[src/rtl/dmem_port_pkg.sv]
// Shared types and helpers for the data-memory access controller:
// load/store opcodes, controller states and store-lane formatting.
package dmem_port_pkg;

    typedef enum logic [3:0] {
        i_NONE = 4'd0,
        i_LB   = 4'd1,
        i_LH   = 4'd2,
        i_LW   = 4'd3,
        i_LBU  = 4'd4,
        i_LHU  = 4'd5,
        i_SB   = 4'd6,
        i_SH   = 4'd7,
        i_SW   = 4'd8
    } ls_op_t;

    typedef enum logic [1:0] {
        IDLE = 2'd0,
        REQ  = 2'd1,
        DONE = 2'd2
    } dmem_state_t;

    function automatic logic is_load(input ls_op_t op);
        return (op == i_LB) || (op == i_LH) || (op == i_LW) ||
               (op == i_LBU) || (op == i_LHU);
    endfunction

    function automatic logic is_store(input ls_op_t op);
        return (op == i_SB) || (op == i_SH) || (op == i_SW);
    endfunction

    function automatic logic is_misaligned(input ls_op_t op, input logic [1:0] a);
        case (op)
            i_LH, i_LHU, i_SH: return a[0];
            i_LW, i_SW:        return a != 2'b00;
            default:           return 1'b0;
        endcase
    endfunction

    function automatic logic [3:0] store_strb(input ls_op_t op, input logic [1:0] a);
        case (op)
            i_SB:    return 4'b0001 << a;
            i_SH:    return 4'b0011 << a;
            i_SW:    return 4'b1111;
            default: return 4'b0000;
        endcase
    endfunction

    function automatic logic [31:0] store_data(input ls_op_t op, input logic [31:0] d);
        case (op)
            i_SB:    return {4{d[7:0]}};
            i_SH:    return {2{d[15:0]}};
            default: return d;
        endcase
    endfunction

endpackage

[src/rtl/dmem_port_load_extract.sv]
// Combinational load-data alignment: selects the addressed byte/half of the
// bus word and sign- or zero-extends it.
module load_extract
    import dmem_port_pkg::*;
(
    input  ls_op_t      i_op,
    input  logic [1:0]  i_addr_lo,
    input  logic [31:0] i_rdata,
    output logic [31:0] o_data
);

    logic [7:0]  w_bytes [4];
    logic [7:0]  w_byte;
    logic [15:0] w_half;

    for (genvar gi = 0; gi < 4; gi++) begin : g_lane
        assign w_bytes[gi] = i_rdata[8*gi +: 8];
    end

    assign w_byte = w_bytes[i_addr_lo];
    assign w_half = i_addr_lo[1] ? i_rdata[31:16] : i_rdata[15:0];

    always_comb begin
        o_data = i_rdata;
        case (i_op)
            i_LB:    o_data = {{24{w_byte[7]}}, w_byte};
            i_LBU:   o_data = {24'd0, w_byte};
            i_LH:    o_data = {{16{w_half[15]}}, w_half};
            i_LHU:   o_data = {16'd0, w_half};
            default: o_data = i_rdata;
        endcase
    end

endmodule

[src/rtl/dmem_port.sv]
// Single-outstanding load/store bus controller: alignment check, byte strobes,
// request/ack handshake with timeout, and extended load writeback.
module dmem_port
    import dmem_port_pkg::*;
#(
    parameter int TIMEOUT = 16
) (
    input  logic        clk,
    input  logic        rst,
    input  logic        req_valid,
    output logic        req_ready,
    input  ls_op_t      ls_op,
    input  logic [31:0] req_addr,
    input  logic [31:0] req_wdata,
    input  logic [4:0]  req_rd,
    output logic        busy,
    output logic        bus_req,
    output logic        bus_we,
    output logic [31:0] bus_addr,
    output logic [3:0]  bus_wstrb,
    output logic [31:0] bus_wdata,
    input  logic        bus_ack,
    input  logic [31:0] bus_rdata,
    input  logic        bus_err,
    output logic        wb_valid,
    output logic [4:0]  wb_rd,
    output logic [31:0] wb_data,
    output logic        done,
    output logic        misalign_exc,
    output logic        access_fault,
    output logic [31:0] fault_addr
);

    localparam int CW = (TIMEOUT > 1) ? $clog2(TIMEOUT) : 1;

    dmem_state_t r_state, w_state_next;
    ls_op_t      r_op;
    logic [31:0] r_addr, r_wdata, r_rdata;
    logic [4:0]  r_rd;
    logic [3:0]  r_wstrb;
    logic        r_misalign, r_fault;
    logic [CW-1:0] r_cnt;

    logic        w_accept, w_misalign, w_timeout, w_in_req, w_in_done;
    logic [31:0] w_ext;

    assign w_accept   = req_valid && (r_state == IDLE) && (is_load(ls_op) || is_store(ls_op));
    assign w_misalign = is_misaligned(ls_op, req_addr[1:0]);
    assign w_timeout  = (TIMEOUT != 0) && (r_cnt == CW'(TIMEOUT - 1));
    assign w_in_req   = (r_state == REQ);
    assign w_in_done  = (r_state == DONE);

    always_comb begin
        w_state_next = r_state;
        case (r_state)
            IDLE:    if (w_accept) w_state_next = w_misalign ? DONE : REQ;
            REQ:     if (bus_ack || w_timeout) w_state_next = DONE;
            DONE:    w_state_next = IDLE;
            default: w_state_next = IDLE;
        endcase
    end

    always_ff @(posedge clk) begin
        if (rst) begin
            r_state    <= IDLE;
            r_op       <= i_NONE;
            r_addr     <= '0;
            r_wdata    <= '0;
            r_rdata    <= '0;
            r_rd       <= '0;
            r_wstrb    <= '0;
            r_misalign <= 1'b0;
            r_fault    <= 1'b0;
            r_cnt      <= '0;
        end else begin
            r_state <= w_state_next;
            if (w_accept) begin
                r_op       <= ls_op;
                r_addr     <= req_addr;
                r_rd       <= req_rd;
                r_wstrb    <= store_strb(ls_op, req_addr[1:0]);
                r_wdata    <= store_data(ls_op, req_wdata);
                r_misalign <= w_misalign;
                r_fault    <= 1'b0;
                r_cnt      <= '0;
            end else if (w_in_req) begin
                // An ack in the last allowed cycle takes precedence over the timeout.
                if (bus_ack) begin
                    r_fault <= bus_err;
                    if (is_load(r_op) && !bus_err)
                        r_rdata <= bus_rdata;
                end else begin
                    r_cnt <= r_cnt + 1'b1;
                    if (w_timeout)
                        r_fault <= 1'b1;
                end
            end
        end
    end

    load_extract u_extract (
        .i_op      (r_op),
        .i_addr_lo (r_addr[1:0]),
        .i_rdata   (r_rdata),
        .o_data    (w_ext)
    );

    assign req_ready    = (r_state == IDLE);
    assign busy         = !req_ready;
    assign bus_req      = w_in_req;
    assign bus_we       = w_in_req && is_store(r_op);
    assign bus_addr     = w_in_req ? {r_addr[31:2], 2'b00} : 32'd0;
    assign bus_wstrb    = w_in_req ? r_wstrb : 4'd0;
    assign bus_wdata    = w_in_req ? r_wdata : 32'd0;
    assign done         = w_in_done;
    assign misalign_exc = w_in_done && r_misalign;
    assign access_fault = w_in_done && r_fault;
    assign wb_valid     = w_in_done && is_load(r_op) && !r_misalign && !r_fault;
    assign wb_rd        = wb_valid ? r_rd : 5'd0;
    assign wb_data      = wb_valid ? w_ext : 32'd0;
    assign fault_addr   = (misalign_exc || access_fault) ? r_addr : 32'd0;

endmodule

[config.mk]
export PLATFORM = sky130hd
export DESIGN_NAME = dmem_port
export DESIGN_NICKNAME = d
export VERILOG_FILES = /design/src/rtl/dmem_port_pkg.sv /design/src/rtl/dmem_port_load_extract.sv /design/src/rtl/dmem_port.sv
export SDC_FILE = /design/constraint.sdc
export NUM_CORES = 1
export LEC_CHECK = 0
export ABC_AREA = 1
export CELL_PAD_IN_SITES_DETAIL_PLACEMENT = 0
export CELL_PAD_IN_SITES_GLOBAL_PLACEMENT = 2
export CORE_ASPECT_RATIO = 0.8
export CORE_MARGIN = 3
export CORE_UTILIZATION = 21
export DETAILED_ROUTE_END_ITERATION = 16
export PLACE_DENSITY = 0.81
export SYNTH_ARGS = -nofsm -noshare
export SYNTH_HDL_FRONTEND = slang
export SYNTH_SLANG_ARGS = --single-unit
[constraint.sdc]
create_clock -name clk -period 2.2 [get_ports clk]
set_clock_uncertainty 0.1 [all_clocks]
set_input_delay 0.55 -clock clk [delete_from_list [all_inputs] [get_ports clk]]
set_output_delay 0.55 -clock clk [all_outputs]
set_load 0.05 [all_outputs]
# After elaboration in Yosys (flattened, before gate mapping)
# Cells that the tools add are included.
[classes]
n_addsub = 1
order_cmp = 1
n_eq_ne = 21
n_shift = 2
n_mux = 20
bitwise = 3
n_reduce_logical = 38
[op_table]
columns = ["operator", "count"]
rows = [
  ["2-to-1 mux 32 bit", 4],
  ["case mux 32 bit (4 select lines)", 1],
  ["case mux 32 bit (2 select lines)", 1],
  ["== test 4 x 3 -> 1 bit, second input constant", 8],
  ["binary-select mux 8 bit (select 2 bit)", 1],
  ["== test 4 x 2 -> 1 bit, second input constant", 4],
  ["2-to-1 mux 16 bit", 1],
  ["2-to-1 mux 8 bit", 2],
  ["logical OR 1 bit", 15],
  ["== test 4 bit, second input constant", 3],
  ["case mux 4 bit (3 select lines)", 1],
  ["logical AND 1 bit", 9],
  ["== test 4 x 1 -> 1 bit, second input constant", 2],
  ["2-to-1 mux 2 bit", 3],
  ["AND reduction 2 bit", 3],
  ["2-to-1 mux 5 bit", 1],
  ["adder 4 x 1 -> 4 bit, second input constant", 1],
  ["logical NOT 1 bit", 4],
  ["2-to-1 mux 4 bit", 1],
  ["inequality test 2 x 1 -> 1 bit, second input constant", 2],
  ["case mux 2 bit (2 select lines)", 1],
  ["AND reduction 4 bit", 1],
  ["nonzero test 2 bit", 2],
  ["OR reduction 2 bit", 2],
  ["other kinds (11)", 13],
]
[word_totals]
regBits = 117
input_bits = 110
output_inout_bits = 145
word_cells = 96

# Logic depth before layout (Yosys ltp)
[logic_depth]
ltp_word = 9
depth_mapped = 11

# By module
# From an unflattened synthesis, not the netlist that was laid out.
[unflattened]
hier_cells = 1074
area_unflattened_um2 = 6449.9
[by_module_without_submodules]
columns = ["mod", "n_inst", "cells_per_inst", "area_each_um2", "seq_area_each_um2"]
rows = [
  ["dmem_port", 1, 856, 5495.3, 2342.2],
  ["load_extract", 1, 218, 954.7, 0.0],
]

# Least setup slack after synthesis
# No wires, ideal clock.
[synth_path]
path_type = "register to output"
startpoint = "register r_state[1]"
endpoint = "output fault_addr[10]"
t_arrival_ns = 3.064
t_required_ns = 1.550
slack_ns = -1.514
path_stages_with_launch = 8
cell_sequence = "dfxtp_1 > inv_1 > nor2_1 > inv_1 > nor2_1 > nor2_1 > clkbuf_1 > nor2_1"
[synth_between]
elab_chain_cells = 4
elab_cells_between_ends = 5
cone_classes = "1 x eq/ne; 1 x mux; 3 x reduce/logical"
[synth_lines]
columns = ["element", "line", "rtl"]
rows = [
  ["from (decl)", "dmem_port.sv:36", "dmem_state_t r_state, w_state_next;"],
  ["from (signal assigned)", "dmem_port.sv:76", "r_state <= w_state_next;"],
  ["== test 2 bit", "dmem_port.sv:51", "assign w_in_done = (r_state == DONE);"],
  ["named net done", "dmem_port.sv:28", "output logic done,"],
  ["logical AND 1 bit", "dmem_port.sv:116", "assign misalign_exc = w_in_done && r_misalign;"],
  ["named net misalign_exc", "dmem_port.sv:29", "output logic misalign_exc,"],
  ["logical OR 1 bit", "dmem_port.sv:121", "assign fault_addr = (misalign_exc || access_fault) ? r_addr : 32'd0;"],
  ["2-to-1 mux 32 bit", "dmem_port.sv:121", ""],
  ["to (decl)", "dmem_port.sv:31", "output logic [31:0] fault_addr"],
]
# The timed path passes the listed nets, and every way through them passes these cells.

# Worst setup path after layout
[layout_path]
startpoint = "register r_op[2]"
endpoint = "output wb_data[5]"
[layout_between]
elab_chain_cells = 9
elab_cells_between_ends = 14
cone_classes = "5 x eq/ne; 2 x mux; 7 x reduce/logical"
[layout_lines]
columns = ["element", "line", "rtl"]
rows = [
  ["from (decl)", "dmem_port.sv:37", "ls_op_t r_op;"],
  ["from (signal assigned)", "dmem_port.sv:66", "r_op <= i_NONE;"],
  ["from (signal assigned)", "dmem_port.sv:78", "r_op <= ls_op;"],
  ["== test 4 x 1 -> 1 bit or == test 4 x 2 -> 1 bit (tied branches)", "dmem_port_pkg.sv:24, dmem_port_load_extract.sv:25", ""],
  ["logical OR 1 bit (3 in a row)", "dmem_port_pkg.sv:24", "return (op == i_LB) || (op == i_LH) || (op == i_LW) ||"],
  ["logical OR 1 bit", "dmem_port_pkg.sv:25", "(op == i_LBU) || (op == i_LHU);"],
  ["logical AND 1 bit (3 in a row)", "dmem_port.sv:118", "assign wb_valid = w_in_done && is_load(r_op) && !r_misalign && !r_fault;"],
  ["2-to-1 mux 32 bit (*)", "dmem_port.sv:120", "assign wb_data = wb_valid ? w_ext : 32'd0;"],
  ["to (decl)", "dmem_port.sv:27", "output logic [31:0] wb_data,"],
]
# Mark *: on every way between the ends. The rest lies on a longest branch, timed or not.

==> results.ini <==
[place]
gp_congestion = 0.803
place_area_sq_um = 11500
port_buffers = 252
preCtsSetupSlack_ps = -163
hpwl_mm = 20.2

[worst_setup_path]
cp-start-kind = flop
critPathKind = flop to output port
required_ps = 1550
r2r_end = r_rdata[29]
reg2reg_slack_ps = 260
cp_cell_sequence = inv_4, buf_6, nand2_4, nor2_4, nor2_4, nand2_8, buf_8, nand3_2, nand2_2, clkinvlp_4, buf_6
slowest_stage = dfxtp_4
end_kind = output port
cp_max_fo = 5
arrival_ps = 1950
reg2reg_from = r_state[1]
cpPeakStageDelay_ps = 360
reg2regPathDepth = 10

[clock_tree]
root_buffer = clkbuf_16
insertion_delay_ps = 420
cts_max_level = 4
numClockSinks = 117
clk_pin_slew_worst_paths_ps = 50
cts_tree = built
numCtsBuffers = 17
hold_buffers = 0
clock_tree.buffer_depth = 2

[floorplanning]
rows = 56
dieArea_sq_um = 32400
core_sq_um = 29600
fp.dieH_um = 162
initial_core_util = 0.215
io_pins = 255
die_w_um = 201

[timing]
final_hold_viol_count = 0
fin_tns_setup_ps = -22140
period_share = 1.18
timing.hold.ws_ps = 383
setup_ws_ps = -396
finalSetupViolations = 134
period_minus_slack_ps = 2600
rsz0062_at_grt = yes
maxSlewViolCount = 0
fmax_mhz = 385

[detailed_routing]
wl_mm = 27.9
drc = 0
vias = 7661
drt_iter0_drc = 355
wl_per_cell_um = 15.3
antenna_left = 0
dr.pass1.iters = 5
vias_per_cell = 4.21

[global_routing]
use_met2 = 0.264
grt_util_all_layers = 0.171
overflow = 0
antenna_found_initial = 2
grt_pass1_vias = 7605
grt_first_pass_wirelength_mm = 43.4
busiest_layer = met2
met3_usage = 0.0544
grt_max_degree = 45
grt.met1_usage = 0.231

[yosys]
ys_warn_count = 0
yosysUniqueCellTypes = 33
async_flop_share = 0
synth_area_per_cell_sq_um = 6.03
synthCells = 1054
synth_seq_cells = 117
synth_edf_count = 0
synth_seq_area_share = 0.368
synth_flop_cell = dfxtp_1
netlist_area_sq_um = 6360

[flow_run]
drv_cap = 0

[finish]
drive_above_1_share = 0.382
antenna_cells = 0
area_growth_pct = 117
design_area_sq_um = 13800
nets = 1513

[min_path]
worstHoldPathCells = 2
worst_hold_path_type = flop to flop
worstHoldStart = r_wstrb[3]
min_to = r_wstrb[3]

[power_and_ir_drop]
p_leak_uw = 0.00535
vdd_drop_max_mv = 0.482
p_per_area_nw_per_um2 = 518
power_uw = 7150

[run_status]
status = finished with violations
violations = setup timing

registers in the layout (all words and copies together) (netlist names):
name,count
r_fault,1
r_wstrb,4
r_state,2
r_addr,32
r_rdata,32
r_wdata,32
r_cnt,4
r_rd,5
r_misalign,1
r_op,4
final cells by class:
| cell class | count | area (sq um) |
|---|---|---|
| clock buffer | 23 | 488 |
| clock inverter | 9 | 195 |
| fill | 2897 | 15800 |
| inverter | 146 | 589 |
| multi-input combinational | 739 | 4510 |
| sequential | 117 | 2360 |
| tap | 406 | 508 |
| timing repair buffer | 381 | 5140 |
cell usage in the layout (no fill, tap or decap), types with 21 or more instances in the layout:
cell / n
nand2_1: 237
nor2_4: 143
inv_1: 129
buf_12: 127
o21ai_0: 111
dfxtp_1: 110
clkdlybuf4s50_1: 109
nor2_1: 82
buf_4: 74
buf_6: 51
a21oi_1: 42
nor2_2: 21
critical path, delay by kind of cell, from the launching register on:
kind	cells	cell delay, ps
DFF	1	360
and+or+nand+nor	6	620
buffers and inverters	5	540
timing repair:
action / in CTS / in global routing
gates resized for setup: 257 / 77
setup buffers: 25 / 12
gates cloned: 7 / 2
endpoints found under the setup margin: 136 / 136
pin swaps: 40 / 38
synth_stat cells, types with 2 or more instances:
cell type  instances  area [sq um]
a21oi_1           46           230
buf_2             19          95.1
buf_4              4          30.0
buf_6              9           101
clkbuf_1          21          78.8
dfxtp_1          117          2340
inv_1            141           529
inv_2              4          15.0
nand2_1          254           953
nand2_2            3          18.8
nand2_4            2          22.5
nand3_1           28           140
nand3_2            2          20.0
nand4_1            2          12.5
nor2_1           241           905
nor2_2             4          25.0
nor3_1             5          25.0
o21ai_0          123           616
o21ai_1           14          70.1
o22ai_1            2          12.5
power breakdown:
part	internal [uW]	switching (uW)
sequential	2220	38.6
combinational	701	897
clock	2240	1050
stage by stage:
step	utilization	std cells
finish	0.466	1821
global route	0.466	1821
CTS	0.454	1813
detailed placement	0.389	1751
global placement	0.389	1751
floorplan	-	1055
metal layers:
layer,vias up,part of all wire
met2,186,0.46
met4,4,0.011
met1,3509,0.46
met5,-,0.00097
li1,3935,-
met3,27,0.067
kinds of logic (layout without fill, tap and decap cells):
family,after synthesis,after routing,synth area share
and+or+nand+nor,546,547,0.343
other,1,2,0.000590
DFF,117,117,0.368
xor gates and xnor gates,1,1,0.00138
adders and majority gates,1,1,0.00197
AOI/OAI and AO/OA,188,188,0.150
buffers and inverters,200,559,0.135
how the worst max path moves through the flow:
| stage | end | from | slack, ps |
|---|---|---|---|
| final | wb_data[5] | r_op[2] | -400 |
| after global routing | wb_data[20] | r_op[2] | -460 |
| after CTS | wb_data[7] | r_op[2] | -420 |
| after detailed placement | wb_data[29] | r_op[3] | -160 |
| after global placement | wb_data[29] | r_op[3] | -150 |
| after floorplan | fault_addr[10] | r_state[1] | -240 |
Power figures use the tool's default switching activity.
